[src/rtl/rom_sdram_loader_pkg.sv]
// Shared types and constants for the ROM download to SDRAM loader.
// Holds the FSM state encoding, byte-select codes and the saturating byte counter helper.
package m72_loader_pkg;

    typedef enum logic [1:0] {
        RESYNC = 2'd0,
        IDLE   = 2'd1,
        HOLD   = 2'd2,
        BUSY   = 2'd3
    } state_t;

    localparam logic [1:0]  SEL_LO            = 2'b01;
    localparam logic [1:0]  SEL_HI            = 2'b10;
    localparam logic [1:0]  SEL_W             = 2'b11;
    localparam logic [7:0]  ROM_INDEX_DEFAULT = 8'd0;
    localparam logic [24:0] BYTES_MAX         = 25'h1FFFFFF;

    function automatic logic [24:0] sat_add(input logic [24:0] cnt, input logic [1:0] sel);
        logic [25:0] sum;
        sum = {1'b0, cnt} + 26'(sel[0]) + 26'(sel[1]);
        sat_add = sum[25] ? BYTES_MAX : sum[24:0];
    endfunction

endpackage

[src/rtl/rom_sdram_loader_if.sv]
// HPS ioctl download stream plus SDRAM port-0 toggle handshake, bundled for the loader.
// master = loader side (drives SDRAM request, stalls HPS); slave = HPS + SDRAM side.
interface rom_sdram_loader_if;

    logic        ioctl_download;
    logic [7:0]  ioctl_index;
    logic        ioctl_wr;
    logic [24:0] ioctl_addr;
    logic [7:0]  ioctl_dout;
    logic        ioctl_wait;

    logic [23:0] sdr_addr;
    logic [15:0] sdr_din;
    logic [1:0]  sdr_wr_sel;
    logic        sdr_req;
    logic        sdr_ack;

    modport master (
        input  ioctl_download, ioctl_index, ioctl_wr, ioctl_addr, ioctl_dout, sdr_ack,
        output ioctl_wait, sdr_addr, sdr_din, sdr_wr_sel, sdr_req
    );

    modport slave (
        output ioctl_download, ioctl_index, ioctl_wr, ioctl_addr, ioctl_dout, sdr_ack,
        input  ioctl_wait, sdr_addr, sdr_din, sdr_wr_sel, sdr_req
    );

endinterface

[src/rtl/rom_sdram_loader_toggle_sync.sv]
// Two-flop synchroniser for a level/toggle signal crossing into clk_i.
// Latency 2 cycles; no flow control.
module toggle_sync (
    input  logic clk_i,
    input  logic rst_ni,
    input  logic d_i,
    output logic q_o
);

    logic meta_q;
    logic sync_q;

    always_ff @(posedge clk_i or negedge rst_ni) begin
        if (!rst_ni) begin
            meta_q <= 1'b0;
            sync_q <= 1'b0;
        end else begin
            meta_q <= d_i;
            sync_q <= meta_q;
        end
    end

    assign q_o = sync_q;

endmodule

[src/rtl/rom_sdram_loader.sv]
// Packs HPS ROM download bytes into 16-bit SDRAM port-0 writes on a toggle req/ack handshake.
// One write in flight; ioctl_wait stalls the HPS from issue until the synchronised ack matches req.
module rom_sdram_loader
    import m72_loader_pkg::*;
#(
    parameter logic [7:0]  ROM_INDEX  = ROM_INDEX_DEFAULT,
    parameter logic [24:0] ADDR_LIMIT = 25'h1000000
) (
    input  logic               clk_sys,
    input  logic               reset_n,
    rom_sdram_loader_if.master bus,
    output logic               rom_done,
    output logic [24:0]        rom_bytes,
    output logic               load_err
);

    logic ack_s;

    toggle_sync u_ack_sync (
        .clk_i  (clk_sys),
        .rst_ni (reset_n),
        .d_i    (bus.sdr_ack),
        .q_o    (ack_s)
    );

    state_t      state_q, state_d;
    logic [1:0]  rs_cnt_q, rs_cnt_d;
    logic        req_q, req_d;
    logic [23:0] addr_q, addr_d;
    logic [15:0] din_q, din_d;
    logic [1:0]  sel_q, sel_d;
    logic        wait_q, wait_d;
    logic [7:0]  lo_q, lo_d;
    logic [23:0] lo_addr_q, lo_addr_d;
    logic        pend_vld_q, pend_vld_d;
    logic [24:0] pend_addr_q, pend_addr_d;
    logic [7:0]  pend_dat_q, pend_dat_d;
    logic        rom_act_q, rom_act_d;
    logic        end_pend_q, end_pend_d;
    logic        done_q, done_d;
    logic [24:0] bytes_q, bytes_d;
    logic        err_q, err_d;

    logic        idx_ok, strobe, in_range;
    logic        take_vld;
    logic [24:0] take_addr;
    logic [7:0]  take_dat;
    logic        iss_vld;
    logic [23:0] iss_addr;
    logic [15:0] iss_din;
    logic [1:0]  iss_sel;

    assign idx_ok   = (bus.ioctl_index == ROM_INDEX);
    assign strobe   = bus.ioctl_wr & bus.ioctl_download & idx_ok;
    assign in_range = (bus.ioctl_addr < ADDR_LIMIT);

    always_comb begin
        state_d     = state_q;
        rs_cnt_d    = rs_cnt_q;
        req_d       = req_q;
        addr_d      = addr_q;
        din_d       = din_q;
        sel_d       = sel_q;
        wait_d      = wait_q;
        lo_d        = lo_q;
        lo_addr_d   = lo_addr_q;
        pend_vld_d  = pend_vld_q;
        pend_addr_d = pend_addr_q;
        pend_dat_d  = pend_dat_q;
        rom_act_d   = rom_act_q;
        end_pend_d  = end_pend_q;
        done_d      = done_q;
        bytes_d     = bytes_q;
        err_d       = err_q;
        take_vld    = 1'b0;
        take_addr   = '0;
        take_dat    = '0;
        iss_vld     = 1'b0;
        iss_addr    = '0;
        iss_din     = '0;
        iss_sel     = '0;

        unique case (state_q)
            // Track ack until the synchroniser has flushed its reset value, then align req to it.
            RESYNC: begin
                req_d    = ack_s;
                rs_cnt_d = rs_cnt_q + 2'd1;
                if (rs_cnt_q == 2'd2) state_d = IDLE;
            end
            IDLE: begin
                if (strobe && in_range) begin
                    take_vld  = 1'b1;
                    take_addr = bus.ioctl_addr;
                    take_dat  = bus.ioctl_dout;
                end else if (strobe) begin
                    err_d = 1'b1;
                end
            end
            HOLD: begin
                if (strobe && !in_range) begin
                    err_d = 1'b1;
                end else if (strobe) begin
                    iss_vld  = 1'b1;
                    iss_addr = lo_addr_q;
                    if (bus.ioctl_addr[0] && (bus.ioctl_addr[24:1] == lo_addr_q)) begin
                        iss_din = {bus.ioctl_dout, lo_q};
                        iss_sel = SEL_W;
                    end else begin
                        iss_din     = {8'h00, lo_q};
                        iss_sel     = SEL_LO;
                        pend_vld_d  = 1'b1;
                        pend_addr_d = bus.ioctl_addr;
                        pend_dat_d  = bus.ioctl_dout;
                    end
                end else if (!bus.ioctl_download) begin
                    iss_vld  = 1'b1;
                    iss_addr = lo_addr_q;
                    iss_din  = {8'h00, lo_q};
                    iss_sel  = SEL_LO;
                end
            end
            BUSY: begin
                if (strobe) err_d = 1'b1;
                if (ack_s == req_q) begin
                    wait_d  = 1'b0;
                    bytes_d = sat_add(bytes_q, sel_q);
                    state_d = IDLE;
                    if (pend_vld_q) begin
                        pend_vld_d = 1'b0;
                        take_vld   = 1'b1;
                        take_addr  = pend_addr_q;
                        take_dat   = pend_dat_q;
                    end
                end
            end
        endcase

        if (take_vld) begin
            if (take_addr[0]) begin
                iss_vld  = 1'b1;
                iss_addr = take_addr[24:1];
                iss_din  = {take_dat, 8'h00};
                iss_sel  = SEL_HI;
            end else begin
                lo_d      = take_dat;
                lo_addr_d = take_addr[24:1];
                state_d   = HOLD;
            end
        end

        if (iss_vld) begin
            addr_d  = iss_addr;
            din_d   = iss_din;
            sel_d   = iss_sel;
            req_d   = ~req_q;
            wait_d  = 1'b1;
            state_d = BUSY;
        end

        if (end_pend_q && (state_q == IDLE) && !pend_vld_q) begin
            done_d     = 1'b1;
            end_pend_d = 1'b0;
        end
        if (rom_act_q && !bus.ioctl_download) begin
            rom_act_d  = 1'b0;
            end_pend_d = 1'b1;
        end
        if (bus.ioctl_download && idx_ok && !rom_act_q) begin
            rom_act_d  = 1'b1;
            end_pend_d = 1'b0;
            done_d     = 1'b0;
            bytes_d    = '0;
            err_d      = 1'b0;
        end
    end

    always_ff @(posedge clk_sys or negedge reset_n) begin
        if (!reset_n) begin
            state_q     <= RESYNC;
            rs_cnt_q    <= '0;
            req_q       <= 1'b0;
            addr_q      <= '0;
            din_q       <= '0;
            sel_q       <= '0;
            wait_q      <= 1'b0;
            lo_q        <= '0;
            lo_addr_q   <= '0;
            pend_vld_q  <= 1'b0;
            pend_addr_q <= '0;
            pend_dat_q  <= '0;
            rom_act_q   <= 1'b0;
            end_pend_q  <= 1'b0;
            done_q      <= 1'b0;
            bytes_q     <= '0;
            err_q       <= 1'b0;
        end else begin
            state_q     <= state_d;
            rs_cnt_q    <= rs_cnt_d;
            req_q       <= req_d;
            addr_q      <= addr_d;
            din_q       <= din_d;
            sel_q       <= sel_d;
            wait_q      <= wait_d;
            lo_q        <= lo_d;
            lo_addr_q   <= lo_addr_d;
            pend_vld_q  <= pend_vld_d;
            pend_addr_q <= pend_addr_d;
            pend_dat_q  <= pend_dat_d;
            rom_act_q   <= rom_act_d;
            end_pend_q  <= end_pend_d;
            done_q      <= done_d;
            bytes_q     <= bytes_d;
            err_q       <= err_d;
        end
    end

    assign bus.ioctl_wait = wait_q;
    assign bus.sdr_req    = req_q;
    assign bus.sdr_addr   = addr_q;
    assign bus.sdr_din    = din_q;
    assign bus.sdr_wr_sel = sel_q;
    assign rom_done       = done_q;
    assign rom_bytes      = bytes_q;
    assign load_err       = err_q;

endmodule

[src/flat_wrapper.sv]
// flat-port wrapper written by rule: the top's interface ports become plain ports
module rom_sdram_loader_flat import m72_loader_pkg::*;
#(
    parameter logic [7:0]  ROM_INDEX  = ROM_INDEX_DEFAULT,
    parameter logic [24:0] ADDR_LIMIT = 25'h1000000
)
  (clk_sys, reset_n, rom_done, rom_bytes, load_err, bus_ioctl_download, bus_ioctl_index, bus_ioctl_wr, bus_ioctl_addr, bus_ioctl_dout, bus_sdr_ack, bus_ioctl_wait, bus_sdr_addr, bus_sdr_din, bus_sdr_wr_sel, bus_sdr_req);
  rom_sdram_loader_if bus_i ();
  input  logic clk_sys;
  input  logic reset_n;
  output logic rom_done;
  output logic [24:0] rom_bytes;
  output logic load_err;
  input wire logic [$bits(bus_i.ioctl_download)-1:0] bus_ioctl_download;
  input wire logic [$bits(bus_i.ioctl_index)-1:0] bus_ioctl_index;
  input wire logic [$bits(bus_i.ioctl_wr)-1:0] bus_ioctl_wr;
  input wire logic [$bits(bus_i.ioctl_addr)-1:0] bus_ioctl_addr;
  input wire logic [$bits(bus_i.ioctl_dout)-1:0] bus_ioctl_dout;
  input wire logic [$bits(bus_i.sdr_ack)-1:0] bus_sdr_ack;
  output wire logic [$bits(bus_i.ioctl_wait)-1:0] bus_ioctl_wait;
  output wire logic [$bits(bus_i.sdr_addr)-1:0] bus_sdr_addr;
  output wire logic [$bits(bus_i.sdr_din)-1:0] bus_sdr_din;
  output wire logic [$bits(bus_i.sdr_wr_sel)-1:0] bus_sdr_wr_sel;
  output wire logic [$bits(bus_i.sdr_req)-1:0] bus_sdr_req;
  assign bus_i.ioctl_download = bus_ioctl_download;
  assign bus_i.ioctl_index = bus_ioctl_index;
  assign bus_i.ioctl_wr = bus_ioctl_wr;
  assign bus_i.ioctl_addr = bus_ioctl_addr;
  assign bus_i.ioctl_dout = bus_ioctl_dout;
  assign bus_i.sdr_ack = bus_sdr_ack;
  assign bus_ioctl_wait = bus_i.ioctl_wait;
  assign bus_sdr_addr = bus_i.sdr_addr;
  assign bus_sdr_din = bus_i.sdr_din;
  assign bus_sdr_wr_sel = bus_i.sdr_wr_sel;
  assign bus_sdr_req = bus_i.sdr_req;
  rom_sdram_loader #(.ROM_INDEX(ROM_INDEX), .ADDR_LIMIT(ADDR_LIMIT)) u_core (.clk_sys(clk_sys), .reset_n(reset_n), .bus(bus_i), .rom_done(rom_done), .rom_bytes(rom_bytes), .load_err(load_err));
endmodule
[config.mk]
export PLATFORM = sky130hd
export DESIGN_NAME = rom_sdram_loader_flat
export DESIGN_NICKNAME = d
export VERILOG_FILES = /design/src/rtl/rom_sdram_loader_pkg.sv /design/src/rtl/rom_sdram_loader_if.sv /design/src/rtl/rom_sdram_loader_toggle_sync.sv /design/src/rtl/rom_sdram_loader.sv /design/src/flat_wrapper.sv
export SDC_FILE = /design/constraint.sdc
export NUM_CORES = 1
export LEC_CHECK = 0
export BUFFER_PORTS_ARGS = -buffer_cell sky130_fd_sc_hd__clkbuf_2
export CAP_MARGIN = 30
export CORE_AREA = 3 3 133 148
export CTS_BUF_LIST = sky130_fd_sc_hd__clkbuf_8
export DETAILED_ROUTE_END_ITERATION = 10
export DIE_AREA = 0 0 136 151
export SLEW_MARGIN = 20
export SYNTH_ARGS = -nofsm -noshare
export SYNTH_HDL_FRONTEND = slang
export SYNTH_SLANG_ARGS = --single-unit
[constraint.sdc]
create_clock -name clk_sys -period 2.1 [get_ports clk_sys]
set_input_delay 0.105 -clock clk_sys [delete_from_list [all_inputs] [get_ports clk_sys]]
set_output_delay 0.105 -clock clk_sys [all_outputs]
set_load 0.02 [all_outputs]
Word level (Yosys, flattened, before mapping)
Index checks and enable logic that the tools add are counted.
W data, S select, Z words.
{ "word_totals": {"ff_bits": 145, "elab_cells": 140} }
{ "op_classes": {"bitwise": 6, "n_addsub": 3, "n_eq_ne": 12, "muxes": 69, "order_cmp": 1, "n_reduce_logical": 30} }
{ "ops": {"columns": ["op", "count"], "rows": [
  ["$mux W25", 7],
  ["$mux W24", 6],
  ["$mux W16", 6],
  ["$pmux W25 S2", 1],
  ["$mux W8", 4],
  ["$mux W1", 29],
  ["$add A25 B1 Y26", 1],
  ["$add A26 B1 Y26", 1],
  ["$lt A25 B25 Y1 const B", 1],
  ["$eq A24 B24 Y1", 1],
  ["$mux W2", 11],
  ["$pmux W8 S2", 1],
  ["$reduce_bool A2 Y1", 8],
  ["$logic_and A1 B1 Y1", 8],
  ["$logic_not A8 Y1", 1],
  ["$eq A2 B2 Y1 const B", 3],
  ["$reduce_and A2 Y1", 3],
  ["$reduce_and A5 Y1", 1],
  ["$logic_not A1 Y1", 4],
  ["$ne A2 B1 Y1 const B", 2],
  ["$ne A2 B2 Y1 const B", 2],
  ["$not A1 Y1", 4],
  ["$pmux W1 S2", 2],
  ["$pmux W2 S2", 1],
  ["12 further kinds", 13]
]} }

Longest topological paths before layout
{ "depth": {"word_depth": 9, "ltp_mapped": 9, "depth_no_buf": 9} }

Modules after synthesis
A second synthesis with hierarchy kept.
{ "unflattened": {"cells_unflattened": 640, "hier_area_um2": 7410.9} }
{ "by_module_without_submodules": {"columns": ["mod", "seq_area_each_um2", "n_inst", "area_per_inst_um2", "cells_each"], "rows": [
  ["rom_sdram_loader", 3578.4, 1, 7360.8, 638],
  ["toggle_sync", 50.0, 1, 50.0, 2]
]} }

Least setup slack after synthesis
OpenSTA, ideal clock, no wires.
{ "synth_timing": {"path_kind": "reg-to-reg", "startpoint": "register u_core.sel_q[0], in the netlist u_core.bus.sdr_wr_sel[0]", "endpoint": "register u_core.bytes_q[10], in the netlist u_core.rom_bytes[10]", "period_less_slack_ps": 2447, "n_path_buf": 1, "path_stages_with_launch": 9, "t_arrival_ps": 2347, "slack_ps": -347, "setup_ps": 99, "cell_sequence": "dfrtp_1 -> inv_1 -> fa_1 -> and3b_1 -> nand4_1 -> or3_1 -> clkbuf_1 -> and3_1 -> a311oi_1"} }
{ "synth_via": {"elab_chain_len": 6} }
{ "synth_lines": {"columns": ["element", "line", "source"], "rows": [
  ["start, declared", "rom_sdram_loader.sv:31", "logic [1:0] sel_q, sel_d;"],
  ["start signal, assigned", "rom_sdram_loader.sv:202", "sel_q <= sel_d;"],
  ["$add A25 B1 Y26", "rom_sdram_loader_pkg.sv:20", "sum = {1'b0, cnt} + 26'(sel[0]) + 26'(sel[1]);"],
  ["$add A26 B1 Y26", "rom_sdram_loader_pkg.sv:20", null],
  ["$mux W25", "rom_sdram_loader_pkg.sv:21", "sat_add = sum[25] ? BYTES_MAX : sum[24:0];"],
  ["$mux W25", "rom_sdram_loader.sv:124", "if (ack_s == req_q) begin"],
  ["$mux W25", "rom_sdram_loader.sv:83", "unique case (state_q)"],
  ["$mux W25", "rom_sdram_loader.sv:168", "if (bus.ioctl_download && idx_ok && !rom_act_q) begin"],
  ["end signal, assigned", "rom_sdram_loader.sv:212", "bytes_q <= bytes_d;"],
  ["end, declared", "rom_sdram_loader.sv:41", "logic [24:0] bytes_q, bytes_d;"]
]} }
No other way between the ends. The select of a mux whose other input is x is not followed.
A chain may end at the register's enable or synchronous reset.

Worst setup path in the final report
{ "layout_timing": {"startpoint": "register u_core.bytes_q[0], in the netlist u_core.rom_bytes[0]", "endpoint": "register u_core.bytes_q[10], in the netlist u_core.rom_bytes[10]"} }
{ "layout_via": {"elab_chain_len": 6} }
{ "layout_lines": {"columns": ["element", "line"], "rows": [
  ["$add A25 B1 Y26", "rom_sdram_loader_pkg.sv:20"],
  ["$add A26 B1 Y26", "rom_sdram_loader_pkg.sv:20"],
  ["$mux W25", "rom_sdram_loader_pkg.sv:21"],
  ["$mux W25", "rom_sdram_loader.sv:124"],
  ["$mux W25", "rom_sdram_loader.sv:83"],
  ["$mux W25", "rom_sdram_loader.sv:168"]
]} }
No other way between the ends. The select of a mux whose other input is x is not followed.

==> run_results.csv <==
group,metric,value,unit
cells_and_area,nets,893,
cells_and_area,num_antenna_cells,0,
detailed_routing,routed_wl,20000,um
cells_and_area,fin_cells,1096,
die,core_area,18300,um^2
timing,max_slew_margin,68.0,%
setup_path,cp-end-kind,"register",
detailed_routing,top_layer,"met4",
timing,setup_viol,17,
synthesis,synth-xor-area-share,3.25,%
timing,fin_ws,-0.101,ns
status,status,"finished, violations left",
synthesis,synth_top_family_by_area,"multiplexers",
detailed_routing,met3_length,1150,um
setup_path,cp_cell_sequence,"inv_2, fa_2, and3b_1, nand4_1, or3_4, and3_4, a311oi_2",
power,p_leak,0.00494,uW
synthesis,async_reset_ff_share,100,%
timing,max_freq,454,MHz
detailed_routing,detail-route-antenna-nets,0,
power,power.density,826,nW/um^2
synthesis,synth_edf_count,0,
synthesis,synth_fa_ha_area_share,1.31,%
timing,skew,0.0134,ns
setup_path,crit_family,"simple AND/OR/NAND/NOR gates",
global_routing,antenna_found_initial,0,
setup_path,max_stage_delay,0.49,ns
setup_path,cp.required,2.47,ns
timing,slew_viol_final,0,
hold_path,min-delay-path-class,"input port to register",
synthesis,postSynthAreaPerCell,11.8,um^2
synthesis,muxShareOfSynthArea,19.4,%
setup_path,critPathKind,"register to register",
detailed_routing,via_count,5864,
power,peakVddDrop,0.000447,V
cts,root_buffer,"clkbuf_8",
cts,clk_path_buf_depth,2,
cts,clock_latency,0.45,ns
timing,hold_viol_final,0,
global_routing,overflow,0,
timing,period_minus_slack,2.20,ns
synthesis,synthSimpleGateAreaFrac,11.7,%
detailed_routing,wl_met2,10200,um
placed_design,post-place-cells,1017,
cts,clock_sinks,145,
global_routing,grt_start_max_net_pins,53,
synthesis,syn-cell-area,7270,um^2
detailed_routing,remaining_drc_errors,0,
synthesis,synth_compound_area_share,10.7,%
synthesis,syn_nets,668,
detailed_routing,dr.first_iter.drc_count,254,
global_routing,first_global_vias,6204,
timing,rsz0062_at_grt,"true",
synthesis,postSynthCellCount,615,
cts,numCtsBuffers,17,
detailed_routing,viasPerCell,5.35,
power,report.power.total,8210,uW
timing,period_share,105,%
detailed_routing,met1Wirelength,8390,um
synthesis,synth.distinct_cells,57,
placed_design,place.gp.congestion,0.808,
die,dieHeight,151,um
cells_and_area,fin_util,54.2,%
setup_path,cp.arrival,2.57,ns
cts,cts_tree,"built",
die,die_w,136,um
setup_path,crit_buf_inv,1,
cells_and_area,area_growth,36.8,%
detailed_routing,wl_per_cell,18.3,um
detailed_routing,drtPass1Iterations,4,
die,start_util,39.6,%
cts,htree_num_levels,4,
synthesis,ys_seq_area_share,49.9,%
timing,worst_pin_slew,0.480,ns
die,design.portCount,117,
synthesis,ys.flop_type,"dfrtp_1",
setup_path,slowest_stage,"or3_4",
die,rows,52,
global_routing,grt_pass1_wl,32100,um
placed_design,io_buffers,116,
cells_and_area,drive_gt1_share,44.4,%
setup_path,cp_max_fo,8,
job,maxCapViolations,0,
setup_path,start_kind,"register",
cells_and_area,fill_cells,1615,
synthesis,yosys_warnings,0,
die,die_area,20500,um^2
status,violations,"setup timing",
cts,path_clk_slew,0.08,ns
synthesis,ys_ff_latch,145,
placed_design,place_ws,-0.229,ns
placed_design,place_hpwl,13800,um
global_routing,grt_use_total,19.9,%
-- final timing paths --
check                                              start                      to  slack [ns]  depth (start not counted)
worst max-delay path                 u_core.rom_bytes[0]    u_core.rom_bytes[10]       -0.10                          7
worst min-delay path                   bus_ioctl_addr[0]   u_core.pend_addr_q[0]        0.03                          2
worst max register to register       u_core.rom_bytes[0]    u_core.rom_bytes[10]       -0.10                          7
worst min register to register  u_core.u_ack_sync.meta_q   u_core.u_ack_sync.q_o        0.36                          0
max in group asynchronous                        reset_n  u_core.pend_addr_q[16]        1.29                          3
min in group asynchronous                        reset_n    u_core.rom_bytes[20]        0.14                          2
-- report_power, final --
part / total [uW] / switching, uW / internal [uW]
combinational: 2690 / 1500 / 1190
sequential: 3180 / 178 / 3000
clock: 2340 / 1060 / 1290
-- cell usage after synthesis (4+ instances only) --
cell type,n,area (um^2)
nand2_1,29,109
a31oi_1,8,50.1
a311oi_1,4,35.0
a211oi_1,8,60.1
and4_1,4,35.0
nor3_1,19,95.1
buf_6,5,56.3
and3_1,10,62.6
a32o_1,9,90.1
ha_1,6,75.1
nand3_1,11,55.1
o21ai_0,19,95.1
mux2_1,29,327
clkbuf_1,19,71.3
inv_1,29,109
nor2_1,26,97.6
dfrtp_1,145,3630
nor3b_1,9,67.6
buf_2,6,30.0
mux2_4,16,240
a221oi_1,5,43.8
mux2_2,64,721
a21oi_1,15,75.1
nand4_1,15,93.8
a22o_1,23,201
mux2i_1,12,120
xnor2_1,25,219
-- state kept, by name, indices dropped and copies added, names as in the netlist --
register                  count
u_core.lo_q                   8
u_core.end_pend_q             1
u_core.pend_vld_q             1
u_core.state_q                2
u_core.bus.sdr_wr_sel         2
u_core.pend_dat_q             8
u_core.u_ack_sync.meta_q      1
u_core.bus.sdr_addr          24
u_core.rs_cnt_q               2
u_core.bus.sdr_din           16
u_core.bus.sdr_req            1
u_core.pend_addr_q           25
u_core.rom_bytes             25
u_core.bus.ioctl_wait         1
u_core.load_err               1
u_core.u_ack_sync.q_o         1
u_core.rom_done               1
u_core.lo_addr_q             24
u_core.rom_act_q              1
-- layout make-up --
class	count	area (um^2)	area share, %
multi-input combinational	410	3680	37.0
clock buffer	21	289	2.91
tap	243	304	3.06
inverter	29	109	1.09
timing repair buffer	237	1790	18.0
clock inverter	11	136	1.37
sequential	145	3630	36.5
-- worst reg2reg max path, stage by stage, from the launching register on --
cell      delay [ns]
dfrtp_2         0.37
inv_2           0.04
fa_2            0.40
and3b_1         0.26
nand4_1         0.14
or3_4           0.49
and3_4          0.20
a311oi_2        0.22
-- routing by layer --
layer  global-route usage (%)  vias up
li1                         -     2717
met1                     25.4     2947
met4                     5.95        0
met5                        0        -
met2                     34.2      175
met3                     4.22       25
-- per-stage QoR --
| step | hold WS, ns | cell area [um^2] | TNS, ns |
|---|---|---|---|
| after floorplan | -0.191 | 7300 | -5.34 |
| after global placement | 0.0682 | 8710 | -17.96 |
| after detailed placement | 0.0750 | 8730 | -17.45 |
| after CTS | 0.00108 | 9690 | -0.535 |
| after global routing | 0.0316 | 9940 | -3.24 |
| final | 0.0305 | 9940 | -0.775 |
-- timing repair --
action / in CTS / in global routing
endpoints found under the hold margin: 91 / 0
gates resized for setup: 29 / 41
cloned: 1 / 2
pin swaps: 14 / 17
hold buffers: 34 / 0
setup endpoints to repair: 44 / 120
buffers inserted: 8 / 4
-- cell usage in the layout (no fill, tap or decap), drive strengths merged, types with 15 or more instances in the layout --
cell type | netlist | routed
dlygate4sd3 | 0 | 34
nor2 | 27 | 27
buf | 12 | 86
nor3 | 20 | 20
dfrtp | 145 | 145
inv | 29 | 31
nand2 | 29 | 29
a22o | 23 | 23
xnor2 | 25 | 25
mux2 | 109 | 109
o21ai | 19 | 19
clkbuf | 19 | 138
nand4 | 15 | 15
a21oi | 16 | 16
-- cell families after synthesis --
kind of cell,Yosys count
buf+inv,60
xor+xnor,27
simple gates,150
compound gates,105
mux,121
fa+ha+maj,7
flops,145
No activity file was read; power rests on OpenSTA's default activity.
